[src/rtl/z80_bus_pkg.sv]
// Shared encodings for the Z80 bus bridge: transaction kinds, FSM states and
// the reset value of the CPU data-in bus.
package z80_bus_pkg;

  typedef enum logic [1:0] {
    MEM_RD = 2'd0,
    MEM_WR = 2'd1,
    IO_RD  = 2'd2,
    IO_WR  = 2'd3
  } bus_kind_e;

  typedef enum logic [1:0] {
    IDLE,
    CLASSIFY,
    REQ,
    DONE
  } bridge_state_e;

  localparam logic [7:0] DIN_RESET = 8'hFF;

  function automatic logic kind_is_read(input bus_kind_e kind);
    return (kind == MEM_RD) || (kind == IO_RD);
  endfunction

endpackage

[src/rtl/z80_bus_bridge.sv]
// Converts Z80 memory, I/O and interrupt-acknowledge cycles into single-beat
// request/acknowledge transactions, stretching the CPU through nWAIT.
module z80_bus_bridge
  import z80_bus_pkg::*;
#(
  parameter int unsigned TIMEOUT_CYCLES = 64,
  parameter logic [7:0]  TIMEOUT_DATA   = 8'hFF
) (
  input  logic        CLK,
  input  logic        nRESET,
  input  logic        nM1,
  input  logic        nMREQ,
  input  logic        nIORQ,
  input  logic        nRD,
  input  logic        nWR,
  input  logic        nRFSH,
  input  logic [15:0] A,
  input  logic [7:0]  D_out,
  output logic        nWAIT,
  output logic [7:0]  D_in,
  output logic        bus_req,
  output logic [1:0]  bus_kind,
  output logic        bus_inta,
  output logic [15:0] bus_addr,
  output logic [7:0]  bus_wdata,
  input  logic        bus_ack,
  input  logic [7:0]  bus_rdata,
  output logic        bus_timeout
);

  localparam int unsigned CNT_W = (TIMEOUT_CYCLES > 0) ? $clog2(TIMEOUT_CYCLES + 1) : 1;
  localparam bit TMO_EN = (TIMEOUT_CYCLES > 0);
  // The forced completion fires on the edge that would bring the count to TIMEOUT_CYCLES.
  localparam logic [CNT_W-1:0] CNT_LAST = TMO_EN ? CNT_W'(TIMEOUT_CYCLES - 1) : '0;

  bridge_state_e    state_q, state_d;
  bus_kind_e        kind_q, kind_d;
  logic             nWAIT_q, nWAIT_d;
  logic             req_q, req_d;
  logic             inta_q, inta_d;
  logic             tmo_q, tmo_d;
  logic [15:0]      addr_q, addr_d;
  logic [7:0]       wdata_q, wdata_d;
  logic [7:0]       din_q, din_d;
  logic [CNT_W-1:0] cnt_q, cnt_d;

  logic cycleActive;
  logic classified;

  always_comb begin
    cycleActive = (!nMREQ && nRFSH) || !nIORQ;
    classified  = 1'b0;
    state_d     = state_q;
    kind_d      = kind_q;
    nWAIT_d     = nWAIT_q;
    req_d       = req_q;
    inta_d      = inta_q;
    tmo_d       = 1'b0;
    addr_d      = addr_q;
    wdata_d     = wdata_q;
    din_d       = din_q;
    cnt_d       = cnt_q;

    case (state_q)
      IDLE: begin
        if (cycleActive) begin
          state_d = CLASSIFY;
          nWAIT_d = 1'b0;
        end
      end

      CLASSIFY: begin
        // INTA has no read strobe, so it must be recognised before nRD/nWR.
        if (!cycleActive) begin
          state_d = IDLE;
          nWAIT_d = 1'b1;
        end else if (!nIORQ && !nM1) begin
          kind_d     = IO_RD;
          inta_d     = 1'b1;
          classified = 1'b1;
        end else if (!nRD) begin
          if (!nIORQ) kind_d = IO_RD;
          else        kind_d = MEM_RD;
          inta_d     = 1'b0;
          classified = 1'b1;
        end else if (!nWR) begin
          if (!nIORQ) kind_d = IO_WR;
          else        kind_d = MEM_WR;
          inta_d     = 1'b0;
          classified = 1'b1;
        end

        if (classified) begin
          state_d = REQ;
          req_d   = 1'b1;
          addr_d  = A;
          wdata_d = D_out;
          cnt_d   = '0;
        end
      end

      REQ: begin
        cnt_d = cnt_q + CNT_W'(1);
        if (bus_ack) begin
          if (kind_is_read(kind_q)) din_d = bus_rdata;
          req_d   = 1'b0;
          nWAIT_d = 1'b1;
          state_d = DONE;
        end else if (TMO_EN && (cnt_q == CNT_LAST)) begin
          din_d   = TIMEOUT_DATA;
          tmo_d   = 1'b1;
          req_d   = 1'b0;
          nWAIT_d = 1'b1;
          state_d = DONE;
        end
      end

      DONE: begin
        if (!cycleActive) state_d = IDLE;
      end

      default: begin
        state_d = IDLE;
        req_d   = 1'b0;
        nWAIT_d = 1'b1;
      end
    endcase
  end

  always_ff @(posedge CLK or negedge nRESET) begin
    if (!nRESET) begin
      state_q <= IDLE;
      kind_q  <= MEM_RD;
      nWAIT_q <= 1'b1;
      req_q   <= 1'b0;
      inta_q  <= 1'b0;
      tmo_q   <= 1'b0;
      addr_q  <= '0;
      wdata_q <= '0;
      din_q   <= DIN_RESET;
      cnt_q   <= '0;
    end else begin
      state_q <= state_d;
      kind_q  <= kind_d;
      nWAIT_q <= nWAIT_d;
      req_q   <= req_d;
      inta_q  <= inta_d;
      tmo_q   <= tmo_d;
      addr_q  <= addr_d;
      wdata_q <= wdata_d;
      din_q   <= din_d;
      cnt_q   <= cnt_d;
    end
  end

  assign nWAIT       = nWAIT_q;
  assign D_in        = din_q;
  assign bus_req     = req_q;
  assign bus_kind    = kind_q;
  assign bus_inta    = inta_q;
  assign bus_addr    = addr_q;
  assign bus_wdata   = wdata_q;
  assign bus_timeout = tmo_q;

endmodule

[config.mk]
export PLATFORM = sky130hd
export DESIGN_NAME = z80_bus_bridge
export DESIGN_NICKNAME = d
export VERILOG_FILES = /design/src/rtl/z80_bus_pkg.sv /design/src/rtl/z80_bus_bridge.sv
export SDC_FILE = /design/constraint.sdc
export NUM_CORES = 1
export LEC_CHECK = 0
export ABC_AREA = 1
export CAP_MARGIN = 20
export CORE_ASPECT_RATIO = 1.75
export CORE_MARGIN = 2
export CORE_UTILIZATION = 48
export DETAILED_ROUTE_END_ITERATION = 8
export PLACE_DENSITY = 0.93
export RECOVER_POWER = 100
export SYNTH_ARGS = -nofsm -noshare
export SYNTH_HDL_FRONTEND = slang
export SYNTH_SLANG_ARGS = --single-unit
[constraint.sdc]
create_clock -name CLK -period 4.12 [get_ports CLK]
set_clock_uncertainty 0.2 [all_clocks]
set_input_delay 0.618 -clock CLK [delete_from_list [all_inputs] [get_ports CLK]]
set_output_delay 0.618 -clock CLK [all_outputs]
set_load 0.01 [all_outputs]
==> flow_summary_export.csv, run 1 <==
group,metric,value,unit
routing,dr.pass1.iters,4,
place,io_buffers,78,
final_layout,layout-drive-gt1-share,10.06,%
final_layout,nFillCells,328,
yosys,synth_seq_cells,47,
clocking,htreeDepth,2,
timing,post-route-period-util,74.96,%
routing,via_per_inst,4.859,
final_layout,fin_area,3048,sq um
final_layout,n_antenna_cell,0,
clocking,clk_path_buf_depth,2,
timing,slew_headroom,-15.12,%
timing,rsz0062_at_grt,"no",
pwr,p_leak,1.560,nW
timing,worst_pin_slew,1727,ps
clocking,cts-root-buf,"clkbuf_8",
status,outcome,"finished, violations left",
yosys,synth_ff_type,"dfrtp_1",
clocking,clk-insertion-delay-late,300,ps
place,dp_slack,1276,ps
setup_path,end_kind,"flop",
timing,setup_tns,0,ps
routing,drt_iter0_drc,54,
yosys,avgSynthCellArea,8.535,sq um
pwr,power.total,1.917,mW
yosys,ys.warnings.count,0,
floorplanning,dieArea,5167,sq um
final_layout,fin_util,69.20,%
yosys,synth-edff-count,0,
floorplanning,coreArea,4404,sq um
hold_path,hold_class,"in2async",
yosys,synth_cells,258,
clocking,cts_resized,0,
grt,grt_pass1_wl,8445,um
setup_path,path_class,"in2reg",
status,violations,"max-capacitance violations, max-slew violations",
clocking,cts_hold_buf,0,
floorplanning,placementRows,32,
grt,grt_max_degree,48,
place,dpl.hpwl,3693,um
final_layout,area_delta_synth_final,38.41,%
grt,overflow,0,
final_layout,final_nets,383,
clocking,clkTransAtPathRegs,100,ps
pwr,ir_drop,0.5181,mV
routing,finalWirelength,4910,um
clocking,clock-sinks,47,
place,place_area,2995,sq um
grt,first_global_vias,1994,
yosys,synth_seq_area_share,53.92,%
timing,period_needed,3088,ps
pwr,power_density,629.0,nW/um^2
setup_path,crit_fanout,32,
routing,wl_per_cell,12.62,um
floorplanning,die_h,93.60,um
job,cap_violations,1,
routing,drc,0,
yosys,synthArstFlopShare,100.0,%
yosys,ys_types,22,
timing,max_clock_freq,0.3238,GHz
clocking,cts_tree,"done",
timing,slew_violations,34,
clocking,cts_setup_buffers,0,
floorplanning,top_level_ports,79,
grt,antenna_found_initial,0,
grt,grt_use_total,20.02,%
yosys,synth_area,2202,sq um
yosys,syn_nets,304,
routing,vias,1890,
timing,worst_slack,1032,ps
timing,hold_viol,0,
setup_path,critPathLaunchType,"primary input",
clocking,cts_buffers,5,
routing,antenna_left,0,
place,finalWeightedCongestion,0.7804,
setup_path,cp.arrival,3070,ps
floorplanning,die_w,55.20,um
floorplanning,start_util,50.00,%
setup_path,worst-endpoint-required,4100,ps
timing,setup_viol,0,
[synthesized netlist by cell type, types with 3 or more instances]
cell,instances,area [sq um]
buf_2,4,20.02
dfrtp_1,38,950.9
dfstp_2,9,236.5
ha_1,5,62.56
inv_1,9,33.78
inv_2,7,26.28
nand2_1,121,454.2
nand2_2,7,43.79
nand2_4,3,33.78
nand3_1,8,40.04
nor2_1,15,56.30
o21ai_1,7,35.03
o21ai_2,8,70.07
xor2_1,4,35.03
[critical path, cell delays in order]
cell and delay (ps):
clkdlybuf4s50_1 460, inv_2 70, nand2_2 50, nand2_1 90
nand3_1 770, nand2_1 610, inv_1 220, nand2_1 90
o21ai_0 80
[kinds of logic after synthesis]
logic type,share of synthesized area [%]
simple gates,30.80
flops,53.92
xor+xnor,1.591
fa+ha+maj,2.841
buf+inv,4.829
compound gates,6.023
[state kept, by name (all words and copies together), names as in the netlist]
signal,count
bus_kind,2
state_q,2
bus_inta,1
bus_req,1
nWAIT,1
bus_addr,16
bus_timeout,1
bus_wdata,8
cnt_q,7
D_in,8
[where the power goes]
group / internal [mW] / switching, mW
clock: 0.125 / 0.168
combinational: 0.396 / 0.438
sequential: 0.681 / 0.110
[worst paths after layout]
kind	depth (start not counted)	from	slack, ps	endpoint
setup reg to reg	7	state_q[1]	1190	cnt_q[0]
min in group CLK	2	nWAIT	260	nWAIT
hold reg to reg	2	nWAIT	260	nWAIT
max in group asynchronous	2	nRESET	1520	bus_req
setup / recovery	9	nIORQ	1030	cnt_q[0]
hold / removal	1	nRESET	150	bus_wdata[5]
[layer usage]
metal / part of all wire (%) / track usage [%] / vias up
met1: 38 / 21.51 / 879
li1: - / - / 945
met3: 5.0 / 3.043 / 5
met2: 56 / 39.19 / 61
met4: 1.1 / 6.098 / 0
met5: 0 / 0 / -
[through the flow]
step | cells | hold slack, ps
after CTS | 388 | 267.7
after floorplan | 258 | 122.4
after detailed placement | 380 | 254.7
final | 389 | 150.3
after global routing | 389 | 208.5
after global placement | 380 | 252.3
[layout make-up]
type | instances | area [sq um] | area share [%]
Inverter | 16 | 60.06 | 1.970
Clock inverter | 3 | 26.28 | 0.8621
Sequential cell | 47 | 1187 | 38.96
Tap cell | 51 | 63.81 | 2.094
Multi-Input combinational cell | 188 | 863.3 | 28.33
Clock buffer | 5 | 68.82 | 2.258
Timing Repair Buffer | 79 | 778.2 | 25.53
[placed cells by master (no fill, tap or decap), drive strengths merged]
master | synthesis | routed
o21ai | 15 | 15
dfrtp | 38 | 38
a21oi | 4 | 4
nor3 | 2 | 2
inv | 16 | 18
nand3 | 9 | 9
nand3b | 1 | 1
nand2 | 131 | 131
dlygate4sd3 | 0 | 38
dfstp | 9 | 9
clkbuf | 0 | 7
nor2 | 17 | 17
ha | 5 | 5
xor2 | 4 | 4
clkdlybuf4s50 | 0 | 39
clkinv | 0 | 1
Power figures use the tool's default switching activity.
==> run 2: changes to the inputs <==
--- a/config.mk
+++ b/config.mk
@@ -9,9 +9,9 @@
 export CAP_MARGIN = 20
 export CORE_ASPECT_RATIO = 1.75
 export CORE_MARGIN = 2
-export CORE_UTILIZATION = 48
+export CORE_UTILIZATION = 45
 export DETAILED_ROUTE_END_ITERATION = 8
-export PLACE_DENSITY = 0.93
+export PLACE_DENSITY = 0.88
 export RECOVER_POWER = 100
 export SYNTH_ARGS = -nofsm -noshare
 export SYNTH_HDL_FRONTEND = slang
==> constraint.sdc (replaced) <==
create_clock -name CLK -period 3.2 [get_ports CLK]
set_clock_uncertainty 0.2 [all_clocks]
set_input_delay 0.48 -clock CLK [delete_from_list [all_inputs] [get_ports CLK]]
set_output_delay 0.48 -clock CLK [all_outputs]
set_load 0.01 [all_outputs]
==> run 2 against run 1 <==
  * Worst hold slack improved by 120 ps
  * The flow now finishes without violations
  * Count of clock-buffer cells in the layout increased by 2
  * Cell area increased by 0.94%
  * Combinational power increased by 28%
  * Utilization decreased by 3.8 points
  * Highest routed layer unchanged
  * Non-clock buffer count increased by 2
==> flow_summary_export.csv, run 2 (synthesized netlist as in run 1, its figures left out) <==
group,metric,value,unit
routing,dr.pass1.iters,4,
grt,grt_use_total,18.26,%
hold_path,min_from,"nWAIT",
place,place_area,3004,sq um
hold_path,holdPathStages,2,
timing,setup_viol,0,
clocking,cts_buffers,5,
hold_path,whs_endpoint,"nWAIT",
floorplanning,placementRows,33,
final_layout,most-common-layout-cells,"nand2_1 (124), dlygate4sd3_1 (40), dfrtp_1 (38), clkdlybuf4s50_1 (38), nor2_1 (15)",
timing,setup_tns,0,ps
clocking,clk-insertion-delay-late,300,ps
grt,grt_pass1_wl,7700,um
final_layout,fin_area,3077,sq um
setup_path,r2r_start,"state_q[0]",
clocking,cts_hold_buf,0,
routing,drc,0,
floorplanning,top_level_ports,79,
floorplanning,coreArea,4707,sq um
floorplanning,dieArea,5491,sq um
clocking,clk_path_buf_depth,2,
clocking,cts_resized,0,
setup_path,startpoint,"nRESET",
final_layout,area_delta_synth_final,39.72,%
setup_path,path_class,"in2async",
setup_path,r2r-end,"D_in[0]",
timing,hold_viol,0,
place,dpl.hpwl,3570,um
timing,max_clock_freq,0.4531,GHz
final_layout,nFillCells,407,
timing,slew_violations,0,
routing,drt_iter0_drc,41,
hold_path,hold_class,"reg2reg",
routing,antenna_left,0,
floorplanning,start_util,46.78,%
final_layout,seq_area,1187,sq um
clocking,htreeDepth,2,
floorplanning,die_w,56.88,um
timing,rsz0062_at_grt,"no",
grt,grt_max_degree,48,
routing,finalWirelength,4950,um
timing,slew_headroom,44.61,%
routing,via_per_inst,4.783,
final_layout,layout-drive-gt1-share,9.118,%
final_layout,multi_input_area,860.8,sq um
routing,vias,1875,
setup_path,crit_fanout,34,
setup_path,end_kind,"async pin",
routing,wl_per_cell,12.63,um
clocking,cts_setup_buffers,0,
grt,first_global_vias,1735,
place,io_buffers,78,
job,cap_violations,0,
setup_path,critPathLaunchType,"primary input",
clocking,cts-root-buf,"clkbuf_8",
grt,overflow,0,
timing,period_needed,2207,ps
final_layout,n_antenna_cell,0,
pwr,power_density,822.0,nW/um^2
final_layout,largest_reg_flops,16,
setup_path,worst-endpoint-required,3340,ps
clocking,clock-sinks,47,
setup_path,r2r_cells,6,
setup_path,r2r_slack,1050,ps
final_layout,final_nets,385,
grt,antenna_found_initial,0,
setup_path,cp.arrival,2350,ps
timing,post-route-period-util,68.97,%
floorplanning,die_h,96.54,um
clocking,cts_tree,"done",
status,outcome,"finished, final reports clean",
pwr,p_leak,1.576,nW
final_layout,mostFrequentLayoutCell,"nand2_1",
clocking,clkTransAtPathRegs,80,ps
timing,worst_pin_slew,830.9,ps
pwr,ir_drop,0.6448,mV
place,finalWeightedCongestion,0.7505,
-- run 2: metal layers --
metal | track usage (%) | share of wire [%]
met5 | 0 | 0
met4 | 9.690 | 2.9
met3 | 4.794 | 5.3
met2 | 30.75 | 52
met1 | 21.11 | 39
-- run 2: through the flow --
stage               cells  hold slack (ps)  util (%)  total power, mW  worst slack (ps)
detailed placement    382            265.3     63.82            2.243              1112
global placement      382            252.0     63.82            2.206              1180
global route          392            286.3     65.36            2.711             661.3
CTS                   390            175.4     66.08            2.684              1121
finish                392            271.6     65.36            2.529             993.0
floorplan             258           -15.59         -            1.626              1610
-- run 2: worst max-delay path, cell delays in order --
cell,delay (ps)
dlygate4sd3_1,530
clkbuf_1,550
clkbuf_2,770
-- run 2: how the worst max path moves through the flow --
stage	cells after the start	endpoint
2_1_floorplan	9	state_q[0]
3_3_place_gp	8	bus_wdata[4]
3_5_place_dp	8	bus_wdata[6]
4_1_cts	1	nWAIT
5_1_grt	3	cnt_q[2]
6_report	3	cnt_q[2]
-- run 2: layout make-up --
| cell class | instances | share of cell area (%) |
|---|---|---|
| inverter | 16 | 1.952 |
| clock buffer | 7 | 2.481 |
| tap | 52 | 2.115 |
| sequential | 47 | 38.59 |
| timing repair buffer | 81 | 25.90 |
| multi-input combinational | 188 | 27.98 |
| clock inverter | 1 | 0.9760 |
-- run 2: where the power goes --
| part | switching [mW] | internal (mW) | leakage, nW | total (mW) |
|---|---|---|---|---|
| logic | 0.557 | 0.514 | 0.944 | 1.07 |
| registers | 0.143 | 0.877 | 0.580 | 1.02 |
| clock network | 0.203 | 0.234 | 0.0524 | 0.437 |
